### config.mk
export PLATFORM = sky130hd
export DESIGN_NAME = aftab_csr_addr_match
export DESIGN_NICKNAME = d
export VERILOG_FILES = /design/src/rtl/aftab_csr_access_checker_pkg.sv /design/src/rtl/aftab_csr_access_checker_addr_match.sv
export SDC_FILE = /design/constraint.sdc
export NUM_CORES = 1
export LEC_CHECK = 0
export BUFFER_PORTS_ARGS = -buffer_cell sky130_fd_sc_hd__buf_4
export CAP_MARGIN = 20
export CELL_PAD_IN_SITES_DETAIL_PLACEMENT = 2
export CELL_PAD_IN_SITES_GLOBAL_PLACEMENT = 2
export CORE_AREA = 5 5 42 44
export DETAILED_ROUTE_END_ITERATION = 8
export DIE_AREA = 0 0 47 49
export PLACE_DENSITY_LB_ADDON = 0.1
export REMOVE_ABC_BUFFERS = 1
export SYNTH_ARGS = -nofsm -noshare
export SYNTH_HDL_FRONTEND = slang
export SYNTH_SLANG_ARGS = --single-unit
export TNS_END_PERCENT = 1
### constraint.sdc
create_clock -name vclk -period 2.35
set_input_delay 0.235 -clock vclk [all_inputs]
set_output_delay 0.235 -clock vclk [all_outputs]
set_load 0.01 [all_outputs]
### src/rtl/aftab_csr_access_checker_pkg.sv
// Shared types, CSR address-field positions and the default CSR table for the AFTAB CSR access checker.
package aftab_csr_pkg;

  localparam int unsigned CSR_W = 12;

  localparam logic [1:0] PRIV_U = 2'd0;
  localparam logic [1:0] PRIV_S = 2'd1;
  localparam logic [1:0] PRIV_M = 2'd3;

  localparam int unsigned CSR_RO_MSB   = 11;
  localparam int unsigned CSR_RO_LSB   = 10;
  localparam int unsigned CSR_PRIV_MSB = 9;
  localparam int unsigned CSR_PRIV_LSB = 8;

  typedef enum logic [1:0] {
    IDLE = 2'd0,
    SCAN = 2'd1,
    RESP = 2'd2
  } state_e;

  localparam int unsigned DEFAULT_NUM_CSR = 19;

  // Entry 0 (h003) sits in the least significant 12 bits, entry 18 (h300) in the most significant.
  localparam logic [DEFAULT_NUM_CSR*CSR_W-1:0] DEFAULT_CSR_LIST = {
    12'h300, 12'h302, 12'h303, 12'h304, 12'h305, 12'h341, 12'h342, 12'h343, 12'h344, 12'h000,
    12'h004, 12'h005, 12'h041, 12'h042, 12'h043, 12'h044, 12'h001, 12'h002, 12'h003
  };

  // Write to an address whose top field is 2'b11 targets a read-only CSR.
  function automatic logic ro_viol(input logic [CSR_W-1:0] addr, input logic we);
    return we & (addr[CSR_RO_MSB:CSR_RO_LSB] == 2'b11);
  endfunction

  // Current privilege is below the minimum privilege encoded in the address.
  function automatic logic priv_viol(input logic [CSR_W-1:0] addr, input logic [1:0] priv);
    return priv < addr[CSR_PRIV_MSB:CSR_PRIV_LSB];
  endfunction

endpackage

### src/rtl/aftab_csr_access_checker_addr_match.sv
// Combinational hit detection of one address against every entry of the CSR table.
module aftab_csr_addr_match
  import aftab_csr_pkg::*;
#(
  parameter int unsigned                 NUM_CSR  = DEFAULT_NUM_CSR,
  parameter logic [NUM_CSR*CSR_W-1:0]    CSR_LIST = DEFAULT_CSR_LIST
) (
  input  logic [CSR_W-1:0] i_addr,
  output logic             o_hit_c
);

  // OR of all per-entry equality compares.
  always_comb begin
    o_hit_c = 1'b0;
    for (int i = 0; i < NUM_CSR; i++) begin
      if (CSR_LIST[i*CSR_W +: CSR_W] == i_addr) o_hit_c = 1'b1;
    end
  end

endmodule

==> reports/qor.yml, run 1 <==
crit_path_start_kind: "input pin"
grt_max_degree: 5
die_h_um: 49
setup_viol_count_final: 0
seq_area_sq_um: 0
grt_antenna_before_repair: 0
synthCells: 8
final_hold_viol_count: 0
slew_viol_final: 0
synth.top_cell.area_share_pct: 16.7
gp_congestion: 0.580
p_int_w: 0.0000159
clkPwrFrac_pct: 0
start_util_pct: 4.29
worstPathBufferInverterCount: 2
via_per_inst: 3.43
grt_usage_pct: 3.58
required_ps: 2120
combPwrFrac_pct: 100.0
pwr-share-seq_pct: 0
yosysSeqAreaShare_pct: 0
seq_cells: 0
synth_area_leader_cell: "or4b_1"
critPathMaxFanout: 2
grt_pass1_wl_um: 648
p_leak_nw: 0.0810
worst_path_most_repeated_cell: "buf_4"
area_growth_pct: 196
fin_tns_setup_ps: 0
synth_area_sq_um: 60.1
critical_path.top_delay_family: "simple AND/OR/NAND/NOR gates"
vias: 127
worstMarginPinSlew_ps: 255
synth.distinct_cells: 8
place_ws_ps: 965
rsz0062_at_grt: "no"
end_kind: "primary output"
critPathKind: "in -> out"
cp_cell_sequence: "buf_4, or4b_1, nand4_1, a21oi_1, buf_4"
wl_per_cell_um: 11.2
num_antenna_cells: 0
min_path_type: "in -> out"
slew_headroom_pct: 82.8
cpPeakStageDelay_ps: 520
total_power_w: 0.0000225
drv_cap: 0
max-vdd-ir-drop_uv: 19.4
clockBufferCount: 0
drc: 0
setup_slack_ps: 968
utilization_pct: 12.7
drtAntennaViolNets: 0
die_w_um: 47
switchingPower_w: 0.00000656
fp.coreArea_sq_mm: 0.00140
portBuffers: 13
max_freq_mhz: 724
initialDrtViolationCount: 0
fp-row-count: 14
grt_pass1_vias: 166
cts_resized: 0
p_per_area_mw_per_mm2: 127
grt_overflow: 0
drive_gt1_share_pct: 61.9
ios: 13
holdBufCountCts: 0
swShare_pct: 29.2
slowest_stage: "or4b_1"
yosysWarningCount: 0
die_area_sq_mm: 0.00230
fin_hold_ws_ps: 738
drtPass1Iterations: 1
fin_crit_sh_pct: 58.8
synth_area_per_cell_sq_um: 7.51
period_needed_ps: 1380
fin_nets: 35
worstPathArrival_ps: 1150
synth_area_leaders: "or4b_1, nor4b_1, xnor2_1"
status: "finished clean"
wl_um: 414
cts_setup_buffers: 0
-- metal layers --
metal / GRT usage (%) / share of wire (%) / vias up
li1: - / - / 62
met2: 6.79 / 49 / 9
met5: 0 / 0 / -
met4: 0 / 0 / 0
met3: 1.11 / 18 / 0
met1: 3.91 / 33 / 56
-- stage by stage --
stage | instance area, sq um | instances
after floorplan | 60.1 | 8
after global placement | 178 | 37
after detailed placement | 178 | 37
after CTS | 178 | 37
after global routing | 178 | 37
final | 178 | 37
-- power by group through the flow --
stage | logic, W | registers, W | clock network (W)
after global placement | 0.0000224 | 0 | 0
final | 0.0000225 | 0 | 0
after floorplan | 0.00000449 | 0 | 0
after global routing | 0.0000245 | 0 | 0
after CTS | 0.0000231 | 0 | 0
after detailed placement | 0.0000230 | 0 | 0
-- tightest hold or removal path, cell delays in order --
cell and delay (ps):
buf_4 80, a21oi_1 50, buf_4 130
-- cells in the final DEF (no fill, tap or decap) --
cell      count
nand4_1       1
a21o_1        1
xnor2_1       1
a21oi_1       1
buf_4        13
or4b_1        1
nor4b_1       1
nor4_1        1
a211oi_1      1
-- logic make-up after synthesis --
| family | Yosys count | share of synthesized area (%) |
|---|---|---|
| and+or+nand+nor | 4 | 52.1 |
| AOI/OAI and AO/OA | 3 | 33.3 |
| xor gates and xnor gates | 1 | 14.6 |
-- path summary, 6_finish.rpt --
kind	start	to	cells after the start
worst max-delay path	i_addr[0]	o_hit_c	5
worst min-delay path	i_addr[0]	o_hit_c	3
-- area by class of cell --
class,instances,area [sq um]
multi-input combinational,8,60.1
timing repair buffer,13,97.6
tap,16,20.0
fill,177,1220
(Power assumes the default switching activity.)
==> inputs of run 2 (changes only) <==
ABC_AREA = 1   (was default)
clock period = 1.2 ns   (was 2.35 ns; I/O delays follow)
==> run 2 against run 1 <==
Against the previous run:
- non-clock buffer count unchanged
- final cell count increased by 46%
- sequential cell count unchanged
- synthesized cell count increased to 3.1 times the previous value
- combinational power increased by 150%
- synthesized area increased by 81%
- highest routed layer unchanged
- critical endpoint unchanged
==> reports/qor.yml, run 2 <==
status: "finished clean"
ios: 13
fin_hold_ws_ps: 656
critPathMaxFanout: 2
synth.top_cell.area_share_pct: 27.6
place_area_sq_um: 226
fp.coreArea_sq_mm: 0.00140
drv_cap: 0
fin_tns_setup_ps: 0
yosysWarningCount: 0
die_w_um: 47
yosysSeqAreaShare_pct: 0
drive_gt1_share_pct: 47.4
synthCells: 25
rsz0062_at_grt: "no"
dp_hpwl_um: 450
synth_area_leaders: "nand2_1, inv_1, nor2_2"
seq_cells: 0
cts_resized: 0
p_per_area_mw_per_mm2: 248
hold_depth: 7
synth_area_leader_cell: "nand2_1"
cts_setup_buffers: 0
fin_crit_sh_pct: 73.7
drc: 0
final_hold_viol_count: 0
critPathKind: "in -> out"
crit_path_start_kind: "input pin"
fp-row-count: 14
grt_usage_pct: 4.00
place_ws_ps: 302
total_power_w: 0.0000561
fin_nets: 52
p_leak_nw: 0.133
worstMarginPinSlew_ps: 176
drtAntennaViolNets: 0
slew_headroom_pct: 88.2
wl_um: 455
die_h_um: 49
synth_commonest_cells: "nand2_1, inv_1, nor2_1, nor2_2, nand2_2"
num_antenna_cells: 0
grt_max_degree: 4
holdBufCountCts: 0
start_util_pct: 7.77
final_cell_area_sq_um: 226
grt_pass1_vias: 211
setup_slack_ps: 315
grt_pass1_wl_um: 745
hp-start: "i_addr[4]"
grt_overflow: 0
area_growth_pct: 108
grt_antenna_before_repair: 0
max_freq_mhz: 1130
required_ps: 1080
vias: 185
fillers: 184
min_path_type: "in -> out"
synth.distinct_cells: 7
end_kind: "primary output"
final_common_cell: "buf_4"
period_needed_ps: 885
synth_area_per_cell_sq_um: 4.35
initialDrtViolationCount: 0
seq_area_sq_um: 0
wl_per_cell_um: 8.43
max-vdd-ir-drop_uv: 51.8
setup_viol_count_final: 0
multi_input_area_sq_um: 86.3
via_per_inst: 3.43
final_cell_mix: "buf_4, nand2_1, inv_1"
min_to: "o_hit_c"
worstPathArrival_ps: 760
slew_viol_final: 0
gp_congestion: 0.568
drtPass1Iterations: 1
yosys.cell_count.top_type: "nand2_1"
die_area_sq_mm: 0.00230
clockBufferCount: 0
synth_area_sq_um: 109
portBuffers: 13
## run 2: area by class of cell
| type | count | area share [%] |
|---|---|---|
| inverters | 6 | 9.94 |
| multi-input cells | 19 | 38.1 |
| well taps | 16 | 8.84 |
| repair buffers | 13 | 43.1 |
## run 2: power breakdown
| part | switching (W) | internal [W] | total (W) |
|---|---|---|---|
| logic | 0.0000226 | 0.0000336 | 0.0000561 |
| clock network | 0 | 0 | 0 |
| registers | 0 | 0 | 0 |
| total | 0.0000226 | 0.0000336 | 0.0000561 |
## run 2: metal layers
| layer | share of wire [%] | track usage [%] | wire length [um] | up-vias |
|---|---|---|---|---|
| met2 | 56 | 7.69 | 253 | 7 |
| met1 | 40 | 5.00 | 181 | 81 |
| li1 | - | - | - | 97 |
| met5 | 0 | 0 | 0 | - |
| met3 | 4.4 | 0 | 20 | 0 |
| met4 | 0 | 0 | 0 | 0 |
## run 2: worst max-delay path: stages
cell and delay (ps):
buf_4 110, inv_1 70, nand2_2 50, nor2_1 130, nor2_2 40, nand2_1 60
nor2_2 30, buf_4 140
## run 2: through the flow
stage	util (%)	instances
floorplan	-	25
global placement	16.2	54
detailed placement	16.2	54
CTS	16.2	54
global route	16.2	54
finish	16.2	54
## run 2: how the worst max path moves through the flow
stage	start	end	slack (ps)
after floorplan	i_addr[5]	o_hit_c	530
after global placement	i_addr[2]	o_hit_c	300
after detailed placement	i_addr[2]	o_hit_c	300
after CTS	i_addr[2]	o_hit_c	300
after global routing	i_addr[5]	o_hit_c	250
final	i_addr[2]	o_hit_c	320
## run 2: kinds of logic (layout without fill, tap and decap cells)
logic type             Yosys count  in the layout  share of synthesized area, %
buffers and inverters            6             19                          20.7
AND/OR/NAND/NOR                 18             18                          74.7
AO/OA/AOI/OAI                    1              1                          4.59
